===== src/rtl/demux1to11_loader_pkg.sv =====
// Shared definitions for the 1-to-11 byte loader: register count,
// highest legal index, FSM encoding and a debug snapshot type.
package demux1to11_loader_pkg;

  localparam int         NUM_REGS = 11;
  localparam logic [3:0] MAX_SEL  = 4'd10;

  // Code 2'd3 is unused and steers back to IDLE in the next-state logic.
  typedef enum logic [1:0] {
    IDLE = 2'd0,
    LOAD = 2'd1,
    FIN  = 2'd2
  } state_t;

  // Snapshot of the control path, kept as one signal so checkers can bind to it.
  typedef struct packed {
    state_t     state;
    logic [3:0] index;
  } loader_dbg_t;

  // True when an index addresses one of the eleven registers.
  function automatic logic idx_legal(input logic [3:0] idx);
    return idx <= MAX_SEL;
  endfunction

endpackage


===== src/rtl/demux_decode4to11.sv =====
// Decodes a 4-bit index plus enable into an 11-bit one-hot write enable.
// Indices 11..15 produce no enable and raise out_of_range instead.
module demux_decode4to11
  import demux1to11_loader_pkg::*;
(
  input  logic [3:0]          idx,
  input  logic                en,
  output logic [NUM_REGS-1:0] onehot,
  output logic                out_of_range
);

  // One-hot decode, gated by the enable and the legal index range.
  always_comb begin
    onehot       = '0;
    out_of_range = 1'b0;
    for (int i = 0; i < NUM_REGS; i++) begin
      onehot[i] = en && (idx == 4'(i));
    end
    out_of_range = en && !idx_legal(idx);
  end

endmodule


===== src/rtl/demux1to11_loader.sv =====
// Scatters a byte stream into eleven registered byte outputs, either one
// addressed byte at a time (SEL/WR) or as an in-order burst (START then
// IN_VALID/IN_READY). Tracks which registers were written and pulses DONE
// when a burst completes and ERR on an illegal request.
//
// Burst handshake: a byte transfers on every rising edge where
// IN_VALID && IN_READY. IN_READY depends only on state (high in LOAD);
// the source may hold IN_VALID low for any number of cycles to stall.
module demux1to11_loader
  import demux1to11_loader_pkg::*;
#(
  parameter int WIDTH = 8
) (
  input  logic                CLK,
  input  logic                RST,
  input  logic [WIDTH-1:0]    IN,
  input  logic [3:0]          SEL,
  input  logic                WR,
  input  logic                START,
  input  logic                IN_VALID,
  output logic                IN_READY,
  output logic [WIDTH-1:0]    OUT0,
  output logic [WIDTH-1:0]    OUT1,
  output logic [WIDTH-1:0]    OUT2,
  output logic [WIDTH-1:0]    OUT3,
  output logic [WIDTH-1:0]    OUT4,
  output logic [WIDTH-1:0]    OUT5,
  output logic [WIDTH-1:0]    OUT6,
  output logic [WIDTH-1:0]    OUT7,
  output logic [WIDTH-1:0]    OUT8,
  output logic [WIDTH-1:0]    OUT9,
  output logic [WIDTH-1:0]    OUT10,
  output logic [NUM_REGS-1:0] WRITTEN,
  output logic                BUSY,
  output logic                DONE,
  output logic                ERR
);

  state_t              state_q, state_d;
  logic [3:0]          index_q, index_d;
  logic [NUM_REGS-1:0] written_q, written_d;
  logic                done_q, done_d;
  logic                err_q, err_d;
  logic [WIDTH-1:0]    bank_q [NUM_REGS];

  logic [3:0]          dec_idx;
  logic                dec_en;
  logic [NUM_REGS-1:0] wr_en;
  logic                dec_oor;

  loader_dbg_t         dbg;

  assign dbg = '{state: state_q, index: index_q};

  // Decoder source: the burst index while loading, otherwise the addressed
  // write. START in IDLE suppresses the addressed write entirely.
  always_comb begin
    dec_idx = SEL;
    dec_en  = 1'b0;
    if (state_q == LOAD) begin
      dec_idx = index_q;
      dec_en  = IN_VALID;
    end else if (state_q == IDLE) begin
      dec_idx = SEL;
      dec_en  = WR && !START;
    end
  end

  demux_decode4to11 u_decode (
    .idx          (dec_idx),
    .en           (dec_en),
    .onehot       (wr_en),
    .out_of_range (dec_oor)
  );

  // Next-state, burst index, written flags and pulse requests.
  always_comb begin
    state_d   = state_q;
    index_d   = index_q;
    written_d = written_q | wr_en;
    done_d    = 1'b0;
    err_d     = 1'b0;
    unique case (state_q)
      IDLE: begin
        if (START) begin
          state_d   = LOAD;
          index_d   = 4'd0;
          written_d = '0;
        end else begin
          err_d = dec_oor;
        end
      end
      LOAD: begin
        // Any addressed write during a burst is refused; START is ignored.
        err_d = WR;
        if (IN_VALID) begin
          if (index_q == MAX_SEL) begin
            index_d = 4'd0;
            state_d = FIN;
            done_d  = 1'b1;
          end else begin
            index_d = index_q + 4'd1;
          end
        end
      end
      FIN: begin
        state_d = IDLE;
      end
      default: begin
        state_d = IDLE;
        index_d = 4'd0;
      end
    endcase
  end

  // Control registers: state, index, written flags and the two pulses.
  always_ff @(posedge CLK) begin
    if (RST) begin
      state_q   <= IDLE;
      index_q   <= 4'd0;
      written_q <= '0;
      done_q    <= 1'b0;
      err_q     <= 1'b0;
    end else begin
      state_q   <= state_d;
      index_q   <= index_d;
      written_q <= written_d;
      done_q    <= done_d;
      err_q     <= err_d;
    end
  end

  // Byte bank: each register loads IN when its one-hot enable is set.
  always_ff @(posedge CLK) begin
    if (RST) begin
      for (int i = 0; i < NUM_REGS; i++) begin
        bank_q[i] <= '0;
      end
    end else begin
      for (int i = 0; i < NUM_REGS; i++) begin
        if (wr_en[i]) begin
          bank_q[i] <= IN;
        end
      end
    end
  end

  assign IN_READY = (state_q == LOAD);
  assign BUSY     = (state_q == LOAD);
  assign DONE     = done_q;
  assign ERR      = err_q;
  assign WRITTEN  = written_q;

  assign OUT0  = bank_q[0];
  assign OUT1  = bank_q[1];
  assign OUT2  = bank_q[2];
  assign OUT3  = bank_q[3];
  assign OUT4  = bank_q[4];
  assign OUT5  = bank_q[5];
  assign OUT6  = bank_q[6];
  assign OUT7  = bank_q[7];
  assign OUT8  = bank_q[8];
  assign OUT9  = bank_q[9];
  assign OUT10 = bank_q[10];

endmodule

===== config.mk =====
export PLATFORM = sky130hd
export DESIGN_NAME = demux1to11_loader
export DESIGN_NICKNAME = d
export VERILOG_FILES = /design/src/rtl/demux1to11_loader_pkg.sv /design/src/rtl/demux_decode4to11.sv /design/src/rtl/demux1to11_loader.sv
export SDC_FILE = /design/constraint.sdc
export NUM_CORES = 1
export LEC_CHECK = 0
export ABC_AREA = 1
export CAP_MARGIN = 20
export CELL_PAD_IN_SITES_DETAIL_PLACEMENT = 1
export CELL_PAD_IN_SITES_GLOBAL_PLACEMENT = 1
export CORE_MARGIN = 2
export CORE_UTILIZATION = 37
export DETAILED_ROUTE_END_ITERATION = 7
export HOLD_SLACK_MARGIN = 0.03
export MAX_ROUTING_LAYER = met4
export PLACE_DENSITY_LB_ADDON = 0.3
export SYNTH_ARGS = -nofsm -noshare
export SYNTH_HDL_FRONTEND = slang
export SYNTH_SLANG_ARGS = --single-unit

===== constraint.sdc =====
create_clock -name CLK -period 2.3 [get_ports CLK]
set_clock_uncertainty 0.15 [all_clocks]
set_input_delay 0.46 -clock CLK [delete_from_list [all_inputs] [get_ports CLK]]
set_output_delay 0.46 -clock CLK [all_outputs]
set_load 0.05 [all_outputs]

# [Word-level counts from Yosys, hierarchy flattened]
# Memories as Yosys holds them, arrays and structs flattened.
# Cells that the tools add are included.
[word_totals] register_bits=19 ramBits=88 out_inout_bits=103 memories=1
[op_classes] add_sub_neg=1 order_cmp=1 n_eq_ne=16 muxes=62 bitwise_logic=15 n_reduce_logical=20
[mem_list] name="bank_q" words=11 width=8 rd=11 rd_clocked_by_memory_dff=0 wr=11 line_no="demux1to11_loader.sv:44" rtl="logic [WIDTH-1:0] bank_q [NUM_REGS];"
[ops] operator="$mux 8" count=11
[ops] operator="$mux 1" count=39
[ops] operator="$mux 11" count=2
[ops] operator="$eq 4x3->1 const B" count=4
[ops] operator="$eq 4x4->1 const B" count=4
[ops] operator="$mux 4" count=4
[ops] operator="$logic_and 1x1->1" count=13
[ops] operator="$pmux 4 s3" count=1
[ops] operator="$or 1x1->1" count=11
[ops] operator="$or 11x11->11" count=1
[ops] operator="$eq 4x2->1 const B" count=2
[ops] operator="$mux 2" count=3
[ops] operator="$reduce_and 3->1" count=2
[ops] operator="$add 4x1->4 const B" count=1
[ops] operator="$eq 4x1->1 const B" count=1
[ops] operator="$le 4x4->1 const B" count=1
[ops] operator="$logic_not 4->1" count=1
[ops] operator="$ne 2x2->1 const B" count=2
[ops] operator="$pmux 2 s2" count=1
[ops] operator="$not 1->1" count=3
[ops] operator="$reduce_or 3->1" count=1
[ops] operator="$eq 2x1->1 const B" count=1
[ops] operator="$eq 2x2->1 const B" count=1
[ops] operator="$logic_not 1->1" count=2
[ops] operator="other kinds (3)" count=3

# [Logic depth before layout (Yosys ltp)]
# Gate-level depths: netlist (run 1).
[depth] ltp_word=9 mapped_depth=8

# [By module]
# A second synthesis (run 1) with hierarchy kept.
[unflattened] hier_cells=348 area_unflattened_um2=4050.1
[modules_own_cells] mod="demux1to11_loader" instances=1 cells_per_inst=319 area_per_inst_um2=3931.3 seq_area_each_um2=3022.9
[modules_own_cells] mod="demux_decode4to11" instances=1 cells_per_inst=29 area_per_inst_um2=118.9 seq_area_each_um2=0.0

# [Worst setup path before layout (run 1)]
# No wires, ideal clock.
[synth_timing] path_kind="input to register" from="input port WR" to="memory bank_q[10][0] (enable)" setup_ns=0.384 arrival_ns=1.521 slack_ns=0.245 cell_stages=6 cell_sequence="inv_1 > nor2_1 > nand2_1 > nand2_4 > nand3_1 > o21ai_0"
[synth_rtl] item="start, declared" line_no="demux1to11_loader.sv:18" rtl="input logic WR,"
[synth_rtl] item="end, declared" line_no="demux1to11_loader.sv:44"

# [Final worst setup path (run 1)]
[layout_timing] from="register written_q[4] (netlist: WRITTEN[4])" to="output port WRITTEN[4]"
[layout_rtl] item="start, declared" line_no="demux1to11_loader.sv:41" rtl="logic [NUM_REGS-1:0] written_q, written_d;"
[layout_rtl] item="start signal, assigned" line_no="demux1to11_loader.sv:127" rtl="written_q <= written_d;"
[layout_rtl] item="end, declared" line_no="demux1to11_loader.sv:33" rtl="output logic [NUM_REGS-1:0] WRITTEN,"
# No word-level cell between the ends.

==> flow_summary_export.csv, run 1 <==
group,metric,value,unit
min_path,worst_hold_path_type,"flip-flop to flip-flop",
logic_synthesis,synth.yosys.seq_area_share,71.0,%
sta,final_hold_viol_count,0,
sta,final_count_of_negative_setup_slack_endpoints,0,
cts,clk_pin_slew_worst_paths,70,ps
power_and_ir_drop,vdd.ir_drop.worst,415,uV
setup_path,worst_reg2reg_path_length_in_cells,8,
setup_path,cp-startpoint,"WRITTEN[4]$_SDFF_PP0_",
setup_path,setup.worst_path.end_class,"primary output",
setup_path,crit_chain,"clkdlybuf4s50_1",
global_routing,grt_antenna_before_repair,0,
sta,finalCritPeriodShare,94.7,%
cells_and_area,final_cell_count_without_fillers,656,
cells_and_area,layout-area-overhead-vs-synth,42.8,%
cts,clock_tree.buffer_depth,2,
setup_path,critical_path_capture_point,"WRITTEN[4]",
run,maxCapViolations,0,
logic_synthesis,synthesis.yosys.warnings,0,
floorplanning,initial_utilization,37.6,%
sta,timing.fmax,0.459,GHz
floorplanning,core.rowCount,39,
min_path,timing.hold.worst.start,"WRITTEN[0]$_SDFF_PP0_",
placement,post_detailed_placement_half_perimeter_wirelength,8700,um
floorplanning,fp.coreArea,11300,um2
floorplanning,die_footprint,12400,um2
setup_path,worst_ep_arrival_time,1570,ps
setup_path,regToRegEndpoint,"bank_q[6][7]$_SDFFCE_PN0P_",
power_and_ir_drop,power.density,750,nW/um2
cts,cts_tree,"built",
power_and_ir_drop,p_leak,2.27,nW
cells_and_area,layout.core_utilization,53.7,%
detailed_routing,vias,3088,
detailed_routing,routed_wirelength,11700,um
logic_synthesis,ys.flop_type,"sky130_fd_sc_hd__edfxtp_1",
placement,port_buffers,119,
global_routing,wire_length_of_the_first_global_routing_pass,18000,um
logic_synthesis,post_synth_instance_area,4260,um2
cts,post-cts-setup-buffer-count,0,
detailed_routing,remaining_drc_errors,0,
setup_path,critPathLaunchType,"flip-flop",
logic_synthesis,net_count_synth,382,
setup_path,cp.required,1690,ps
logic_synthesis,number_of_standard_cells_after_synthesis,363,
global_routing,first_global_vias,3218,
cells_and_area,drive_gt1_share,14.6,%
cells_and_area,finalNetCount,527,
global_routing,grt_usage,19.7,%
floorplanning,die_height,111,um
logic_synthesis,async_set_or_reset_register_ratio_after_synthesis,0,%
logic_synthesis,synth.ff_latch_count,107,
sta,worst_pin_slew,584,ps
setup_path,critical_path.top_delay_family,"buffers and inverters",
sta,slew_viol_final,0,
setup_path,rr_startpoint,"state_q[1]$_SDFFE_PP0P_",
setup_path,timing.critical_path.slowest_cell_delay,840,ps
sta,maxSlewHeadroom,60.9,%
logic_synthesis,number_of_enable_type_register_cells_in_the_synthesized_netlist,88,
setup_path,critical_path_buf_inv_count,1,
detailed_routing,via_per_inst,4.71,
placement,finalWeightedCongestion,0.827,
cells_and_area,n_antenna_cell,0,
global_routing,grt_start_max_net_pins,19,
setup_path,crit_cells,1,
placement,instance_area_after_placement,5770,um2
detailed_routing,drt-pass1-iter-count,4,
cts,clock-sinks,107,
setup_path,timing.critical_path.slowest_stage_cell,"sky130_fd_sc_hd__clkdlybuf4s50_1",
setup_path,register_to_register_setup_slack,270,ps
placement,placed_cells_incl_taps,640,
cts,worst_skew_pair.late_latency,340,ps
setup_path,timing.critical_path.fanout_max,2,
floorplanning,total_i_o_pin_count,120,
cells_and_area,mostFrequentLayoutCell,"sky130_fd_sc_hd__clkdlybuf4s50_1",
cts,postCtsResizedCells,0,
cells_and_area,most-common-layout-cells,"sky130_fd_sc_hd__clkdlybuf4s50_1, sky130_fd_sc_hd__nor2_1, sky130_fd_sc_hd__edfxtp_1",
logic_synthesis,ys_types,25,
cts,ctsHoldBuffers,0,
sta,period_needed,2180,ps
floorplanning,floorplan.die.width,111,um
cells_and_area,postLayoutCellArea,6080,um2
sta,grt_setup_unrepaired,"false",
detailed_routing,wl_per_cell,17.8,um
cts,cts-htree-levels,3,
global_routing,gr-total-overflow,0,
detailed_routing,dr.first_iter.drc_count,131,
outcome,run_status,"completed",
setup_path,criticalPathCategory,"flip-flop to primary output",
cts,cts.root.buffer_cell,"sky130_fd_sc_hd__clkbuf_16",
logic_synthesis,synthesis.area_per_instance,11.7,um2
cts,cts_buffers,9,
detailed_routing,ant_nets,0,
## layout make-up
cell class                      count  area (um2)
Clock inverter                      6        73.8
Timing Repair Buffer              140        1380
Clock buffer                       10         229
Fill cell                        1200        5240
Multi-Input combinational cell    208        1030
Sequential cell                   107        3020
Tap cell                          143         179
Inverter                           42         158
## flip-flops by register name (all words and copies together) (netlist names)
| name | count |
|---|---|
| WRITTEN | 11 |
| DONE | 1 |
| bank_q | 88 |
| index_q | 4 |
| state_q | 2 |
| ERR | 1 |
## per-layer routing
layer / GRT usage, % / vias up / part of all wire [%]
li1: - / 1474 / -
met1: 23.2 / 1516 / 42
met2: 34.9 / 89 / 53
met3: 3.44 / 9 / 4.5
met4: 5.68 / 0 / 1.0
met5: - / - / 0
## cell usage after synthesis (5+ instances only)
master | count | area share [%]
sky130_fd_sc_hd__edfxtp_1 | 88 | 62
sky130_fd_sc_hd__nand3_2 | 5 | 1.2
sky130_fd_sc_hd__nor2_1 | 110 | 9.7
sky130_fd_sc_hd__inv_2 | 9 | 0.79
sky130_fd_sc_hd__nand2_1 | 43 | 3.8
sky130_fd_sc_hd__inv_1 | 25 | 2.2
sky130_fd_sc_hd__dfxtp_1 | 19 | 8.9
sky130_fd_sc_hd__clkinv_1 | 8 | 0.71
sky130_fd_sc_hd__nand3_1 | 9 | 1.1
sky130_fd_sc_hd__nor2_4 | 6 | 1.6
sky130_fd_sc_hd__a21oi_1 | 7 | 0.82
sky130_fd_sc_hd__nand2_2 | 5 | 0.74
## tightest hold or removal path: stages (launching register included)
cell and delay [ps]:
sky130_fd_sc_hd__dfxtp_1 310, sky130_fd_sc_hd__inv_1 50, sky130_fd_sc_hd__a21oi_1 50
## per-stage QoR
stage	total power, W	setup slack (ps)	setup TNS, ps	hold slack, ps
after floorplan	0.00274	245	0	313
after global placement	0.00302	-5.85	-84.1	292
after detailed placement	0.00303	-99.9	-3660	297
after CTS	0.00457	110	0	304
after global routing	0.00469	99.4	0	319
final	0.00456	122	0	304
## cell families after synthesis
group	Yosys count	synth area share [%]
AO/OA/AOI/OAI	12	1.56
adder cells (fa/ha/maj)	2	0.588
buffers and inverters	48	4.68
flip-flops	107	71.0
AND/OR/NAND/NOR	194	22.1
## how the worst min path moves through the flow
stage / slack (ps) / depth (start not counted) / end
after floorplan: 310 / 2 / index_q[2]$_SDFFE_PP0P_
after global placement: 290 / 2 / WRITTEN[0]$_SDFF_PP0_
after detailed placement: 300 / 2 / WRITTEN[0]$_SDFF_PP0_
after CTS: 300 / 2 / WRITTEN[0]$_SDFF_PP0_
after global routing: 320 / 2 / WRITTEN[0]$_SDFF_PP0_
final: 300 / 2 / WRITTEN[0]$_SDFF_PP0_
## report_power, final
group | switching (W) | total (W) | internal, W
Combinational | 0.000542 | 0.000772 | 0.000230
Sequential | 0.0000367 | 0.00221 | 0.00218
Clock | 0.000713 | 0.00157 | 0.000859
No activity file was read; power rests on OpenSTA's default activity.
==> inputs of run 2 (changes only) <==
--- a/config.mk
+++ b/config.mk
@@ -10,8 +10,9 @@
 export CELL_PAD_IN_SITES_DETAIL_PLACEMENT = 1
 export CELL_PAD_IN_SITES_GLOBAL_PLACEMENT = 1
 export CORE_MARGIN = 2
-export CORE_UTILIZATION = 37
+export CORE_UTILIZATION = 33
 export DETAILED_ROUTE_END_ITERATION = 7
+export GPL_ROUTABILITY_DRIVEN = 1
 export HOLD_SLACK_MARGIN = 0.03
 export MAX_ROUTING_LAYER = met4
 export PLACE_DENSITY_LB_ADDON = 0.3
==> constraint.sdc (replaced) <==
create_clock -name CLK -period 1.96 [get_ports CLK]
set_clock_uncertainty 0.15 [all_clocks]
set_input_delay 0.392 -clock CLK [delete_from_list [all_inputs] [get_ports CLK]]
set_output_delay 0.392 -clock CLK [all_outputs]
set_load 0.05 [all_outputs]
==> run 2 against run 1 <==
Effect of this change:
- register-to-register slack worse by 150 ps
- critical path depth up 9
- worst setup slack worse by 51 ps
- first-iteration DRC count up 60%
- core utilization down 4.7 points
==> flow_summary_export.csv, run 2 (same netlist as run 1, synthesis figures left out) <==
group,metric,value,unit
outcome,run_status,"completed",
setup_path,rr_startpoint,"state_q[1]$_SDFFE_PP0P_",
global_routing,gr-total-overflow,0,
detailed_routing,wl_per_cell,16.9,um
cts,ctsHoldBuffers,0,
detailed_routing,ant_nets,0,
cells_and_area,largest_register,"bank_q",
cells_and_area,mostFrequentLayoutCell,"sky130_fd_sc_hd__buf_4",
floorplanning,die_height,118,um
sta,hold_slack,303,ps
floorplanning,total_i_o_pin_count,120,
run,maxCapViolations,0,
setup_path,criticalPathCategory,"primary input to flip-flop",
setup_path,cp.required,1880,ps
setup_path,setup.worst_path.end_class,"flip-flop",
detailed_routing,routed_wirelength,12000,um
cts,cts_tree,"built",
cells_and_area,fillerInstances,1367,
global_routing,wire_length_of_the_first_global_routing_pass,18600,um
sta,grt_setup_unrepaired,"false",
cells_and_area,finalNetCount,550,
cts,worst_skew_pair.late_latency,350,ps
cts,clock_tree.buffer_depth,2,
setup_path,timing.critical_path.fanout_max,8,
sta,finalCritPeriodShare,96.4,%
global_routing,grt_usage,18.2,%
cts,clk_pin_slew_worst_paths,70,ps
sta,final_hold_viol_count,0,
detailed_routing,top_layer,"met4",
floorplanning,core.rowCount,41,
power_and_ir_drop,power.density,855,nW/um2
sta,worst_pin_slew,524,ps
detailed_routing,via_per_inst,4.54,
sta,timing.fmax,0.529,GHz
sta,period_needed,1890,ps
placement,post_detailed_placement_half_perimeter_wirelength,8940,um
setup_path,register_to_register_setup_slack,120,ps
detailed_routing,met2RoutedLength,6030,um
detailed_routing,routedLengthMet1,5150,um
min_path,worst_hold_path_type,"flip-flop to flip-flop",
power_and_ir_drop,p_leak,2.56,nW
detailed_routing,vias,3208,
setup_path,worst_reg2reg_path_length_in_cells,9,
floorplanning,fp.coreArea,12600,um2
cts,clock-sinks,107,
detailed_routing,drt-pass1-iter-count,5,
sta,final_count_of_negative_setup_slack_endpoints,0,
global_routing,grt_antenna_before_repair,0,
global_routing,first_global_vias,3377,
sta,slew_viol_final,0,
sta,totalNegativeSetupSlack,0,ps
detailed_routing,dr.first_iter.drc_count,210,
cts,cts.root.buffer_cell,"sky130_fd_sc_hd__clkbuf_16",
floorplanning,die_footprint,13800,um2
placement,finalWeightedCongestion,0.882,
floorplanning,floorplan.die.width,118,um
detailed_routing,met3WireLength,536,um
cts,cts_buffers,9,
setup_path,regToRegEndpoint,"bank_q[4][7]$_SDFFCE_PN0P_",
cells_and_area,drive_gt1_share,38.1,%
sta,maxSlewHeadroom,65.0,%
cells_and_area,n_antenna_cell,0,
floorplanning,initial_utilization,33.7,%
cells_and_area,largest_register_ff_count,88,
detailed_routing,remaining_drc_errors,0,
setup_path,worst_ep_arrival_time,1810,ps
setup_path,cp-startpoint,"WR",
setup_path,critical_path_capture_point,"bank_q[4][7]$_SDFFCE_PN0P_",
placement,port_buffers,119,
cts,cts-htree-levels,3,
setup_path,critPathLaunchType,"primary input",
cells_and_area,layout-area-overhead-vs-synth,45.4,%
global_routing,grt_start_max_net_pins,19,
power_and_ir_drop,vdd.ir_drop.worst,317,uV
cells_and_area,most-common-layout-cells,"sky130_fd_sc_hd__buf_4, sky130_fd_sc_hd__nor2_1, sky130_fd_sc_hd__edfxtp_1",
## run 2: cell count changes in the layout (fill, tap and decap cells not counted), moves of 2 or more
cell                              change
sky130_fd_sc_hd__nand2_2              +2
sky130_fd_sc_hd__buf_12              +13
sky130_fd_sc_hd__clkdlybuf4s50_1    -101
sky130_fd_sc_hd__nand2_1              -3
sky130_fd_sc_hd__buf_4              +111
## run 2: how the worst min path moves through the flow
stage | from | to | slack [ps] | cells after the start
detailed placement | WRITTEN[3]$_SDFF_PP0_ | WRITTEN[3]$_SDFF_PP0_ | 300 | 2
finish | WRITTEN[3]$_SDFF_PP0_ | WRITTEN[3]$_SDFF_PP0_ | 300 | 2
global placement | WRITTEN[8]$_SDFF_PP0_ | WRITTEN[8]$_SDFF_PP0_ | 290 | 2
floorplan | index_q[2]$_SDFFE_PP0P_ | index_q[2]$_SDFFE_PP0P_ | 310 | 2
global route | WRITTEN[3]$_SDFF_PP0_ | WRITTEN[3]$_SDFF_PP0_ | 330 | 2
CTS | WRITTEN[3]$_SDFF_PP0_ | WRITTEN[3]$_SDFF_PP0_ | 310 | 2
## run 2: layer usage
metal	global-route usage [%]	vias to the layer above
li1	-	1520
met1	21.0	1584
met2	31.2	90
met3	4.31	14
met4	6.10	0
met5	-	-
## run 2: power by group
group | internal (W) | switching [W] | leakage (nW)
Combinational | 0.000318 | 0.000656 | 1.37
Sequential | 0.00255 | 0.0000473 | 1.06
Clock | 0.000871 | 0.000843 | 0.134
## run 2: area by class of cell
type | instances | area, um2 | share of cell area (%)
Clock inverter | 6 | 50.0 | 0.809
Clock buffer | 9 | 225 | 3.64
Multi-Input combinational cell | 208 | 1050 | 16.9
Timing Repair Buffer | 163 | 1460 | 23.7
Tap cell | 172 | 215 | 3.48
Sequential cell | 107 | 3020 | 48.9
Inverter | 42 | 161 | 2.61
## run 2: worst max-delay path: stages
cell and delay (ps):
sky130_fd_sc_hd__clkdlybuf4s50_1 470, sky130_fd_sc_hd__inv_1 40, sky130_fd_sc_hd__nor2_1 100, sky130_fd_sc_hd__nand2_1 100
sky130_fd_sc_hd__nand2_4 120, sky130_fd_sc_hd__nand3_4 150, sky130_fd_sc_hd__nor2_4 130, sky130_fd_sc_hd__inv_2 50
sky130_fd_sc_hd__nand2_1 110, sky130_fd_sc_hd__buf_12 140
## run 2: through the flow
step           std cells  util (%)  worst slack [ps]  power [W]  area [um2]
3_3_place_gp         690      46.6              -266    0.00360        5880
4_1_cts              706      48.9              17.7    0.00533        6170
5_1_grt              707      49.0              15.9    0.00547        6190
3_5_place_dp         690      46.6              -342    0.00363        5880
6_report             707      49.0              70.9    0.00529        6190
2_1_floorplan        363         -               129    0.00321        4260
## run 2: timing repair
item,CTS,global route
setup buffers,1,1
setup endpoints to repair,33,76
gates cloned,0,0
gates resized for setup,3,3
pin swaps,0,0
==> inputs of run 3 (changes only) <==
--- a/config.mk
+++ b/config.mk
@@ -7,15 +7,13 @@
 export LEC_CHECK = 0
 export ABC_AREA = 1
 export CAP_MARGIN = 20
-export CELL_PAD_IN_SITES_DETAIL_PLACEMENT = 1
-export CELL_PAD_IN_SITES_GLOBAL_PLACEMENT = 1
 export CORE_MARGIN = 2
-export CORE_UTILIZATION = 33
+export CORE_UTILIZATION = 40
 export DETAILED_ROUTE_END_ITERATION = 7
 export GPL_ROUTABILITY_DRIVEN = 1
 export HOLD_SLACK_MARGIN = 0.03
 export MAX_ROUTING_LAYER = met4
-export PLACE_DENSITY_LB_ADDON = 0.3
+export PLACE_DENSITY = 0.71
 export SYNTH_ARGS = -nofsm -noshare
 export SYNTH_HDL_FRONTEND = slang
 export SYNTH_SLANG_ARGS = --single-unit
==> run 3 against run 2 <==
Effect of this change:
- hold slack improved by 1.1 ps
- highest routed layer unchanged
- maximum frequency grew 0.27%
- flip-flop and latch count did not move
- cell count down 5.2%
- global-route usage increased by 0.54 points
- largest cell class unchanged
- combinational power down 3.3%
==> flow_summary_export.csv, run 3 (same netlist as run 1, synthesis figures left out) <==
group,metric,value,unit
setup_path,regToRegEndpoint,"bank_q[5][4]$_SDFFCE_PN0P_",
setup_path,critPathLaunchType,"flip-flop",
outcome,run_status,"completed",
setup_path,worst_reg2reg_path_length_in_cells,8,
power_and_ir_drop,power.density,841,nW/um2
placement,post_detailed_placement_half_perimeter_wirelength,7460,um
cts,cts-htree-levels,3,
global_routing,first_global_vias,3039,
cts,cts_tree,"built",
placement,finalWeightedCongestion,0.884,
cells_and_area,finalNetCount,548,
detailed_routing,via_per_inst,4.69,
cells_and_area,n_antenna_cell,0,
detailed_routing,vias,3145,
detailed_routing,routedLengthMet1,4030,um
detailed_routing,met3WireLength,947,um
cells_and_area,postLayoutCellArea,6030,um2
setup_path,crit_chain,"inv_2, nand2_4, clkinvlp_4, buf_12",
cts,clk_pin_slew_worst_paths,100,ps
sta,totalNegativeSetupSlack,0,ps
floorplanning,core.rowCount,37,
setup_path,timing.critical_path.fanout_max,10,
detailed_routing,met2RoutedLength,4940,um
floorplanning,fp.coreArea,10300,um2
run,maxCapViolations,0,
cts,clock-sinks,107,
setup_path,register_to_register_setup_slack,110,ps
sta,period_needed,1880,ps
global_routing,gr-total-overflow,0,
placement,port_buffers,119,
cts,clock_tree.buffer_depth,2,
global_routing,grt_antenna_before_repair,0,
floorplanning,die_footprint,11500,um2
sta,hold_slack,304,ps
setup_path,criticalPathCategory,"flip-flop to primary output",
floorplanning,floorplan.die.width,107,um
placement,dpl_worst_slack,-339,ps
floorplanning,die_height,107,um
detailed_routing,top_layer,"met4",
detailed_routing,dr.first_iter.drc_count,185,
power_and_ir_drop,p_leak,2.52,nW
cells_and_area,drive_gt1_share,37.8,%
detailed_routing,ant_nets,0,
floorplanning,initial_utilization,41.2,%
min_path,worst_hold_path_type,"flip-flop to flip-flop",
setup_path,worst_ep_arrival_time,1340,ps
min_path,holdPathStages,2,
cts,cts.root.buffer_cell,"sky130_fd_sc_hd__clkbuf_8",
cells_and_area,largest_register,"bank_q",
sta,maxSlewHeadroom,72.7,%
detailed_routing,routed_wirelength,10000,um
detailed_routing,remaining_drc_errors,0,
global_routing,grt_usage,18.7,%
power_and_ir_drop,vdd.ir_drop.worst,430,uV
cells_and_area,mostFrequentLayoutCell,"sky130_fd_sc_hd__buf_4",
cells_and_area,most-common-layout-cells,"sky130_fd_sc_hd__buf_4, sky130_fd_sc_hd__nor2_1, sky130_fd_sc_hd__edfxtp_1",
sta,timing.fmax,0.531,GHz
cells_and_area,layout-area-overhead-vs-synth,41.7,%
cts,worst_skew_pair.late_latency,370,ps
placement,instance_area_after_placement,5780,um2
floorplanning,total_i_o_pin_count,120,
cts,cts_buffers,9,
sta,final_critical_path_setup_slack,75.9,ps
sta,finalCritPeriodShare,96.1,%
sta,final_count_of_negative_setup_slack_endpoints,0,
sta,slew_viol_final,0,
setup_path,setup.worst_path.end_class,"primary output",
min_path,timing.hold.worst.start,"WRITTEN[0]$_SDFF_PP0_",
detailed_routing,drt-pass1-iter-count,5,
global_routing,wire_length_of_the_first_global_routing_pass,15600,um
global_routing,grt_start_max_net_pins,20,
sta,worst_pin_slew,406,ps
setup_path,timing.critical_path.slowest_stage_cell,"sky130_fd_sc_hd__dfxtp_2",
detailed_routing,wl_per_cell,15.0,um
min_path,worstHoldEndpoint,"WRITTEN[0]$_SDFF_PP0_",
setup_path,timing.critical_path.slowest_cell_delay,360,ps
setup_path,cp.required,1420,ps
cells_and_area,largest_register_ff_count,88,
setup_path,rr_startpoint,"state_q[0]$_SDFFE_PP0P_",
sta,final_hold_viol_count,0,
run 3: critical path: cells and delay by family, from the launching register on:
family	cells	cell delay [ps]
AND/OR/NAND/NOR	1	140
buffers and inverters	3	460
flip-flops	1	360
run 3: worst max-delay path by stage:
stage	startpoint	endpoint	slack, ps	depth (start not counted)
floorplan	state_q[0]$_SDFFE_PP0P_	bank_q[10][0]$_SDFFCE_PP0P_	130	5
global placement	WR	bank_q[7][1]$_SDFFCE_PN0P_	-290	9
detailed placement	WR	bank_q[7][1]$_SDFFCE_PN0P_	-340	9
CTS	state_q[1]$_SDFFE_PP0P_	IN_READY	-50	4
global route	state_q[1]$_SDFFE_PP0P_	BUSY	-8	4
finish	state_q[1]$_SDFFE_PP0P_	BUSY	80	4
run 3: what timing repair did:
item | 4_1_cts | 5_1_grt
resized for setup | 1 | 4
hold buffers | 0 | 0
pin swaps | 0 | 0
endpoints found under the setup margin | 10 | 78
buffers inserted | 0 | 1
run 3: where the power goes:
group / total, W / internal, W / switching, W
registers: 0.00260 / 0.00255 / 0.0000430
clock network: 0.00153 / 0.000744 / 0.000791
logic: 0.000942 / 0.000306 / 0.000637
run 3: routing by layer:
| metal | global-route usage, % | vias up |
|---|---|---|
| met2 | 31.0 | 153 |
| li1 | - | 1519 |
| met3 | 4.07 | 13 |
| met5 | - | - |
| met4 | 6.40 | 0 |
| met1 | 22.8 | 1460 |
run 3: cell type report:
type	instances	area, um2
flip-flops and latches	107	3030
well taps	136	170
repair buffers	161	1400
multi-input cells	208	1040
inverters	42	161
clock inverters	7	110
clock buffers	9	124
fillers	824	4290
run 3: metrics by stage:
step / utilization, % / instances / power, W
floorplan: - / 363 / 0.00321
global placement: 55.9 / 653 / 0.00358
detailed placement: 55.9 / 653 / 0.00359
CTS: 58.2 / 669 / 0.00509
global route: 58.4 / 670 / 0.00523
finish: 58.4 / 670 / 0.00507
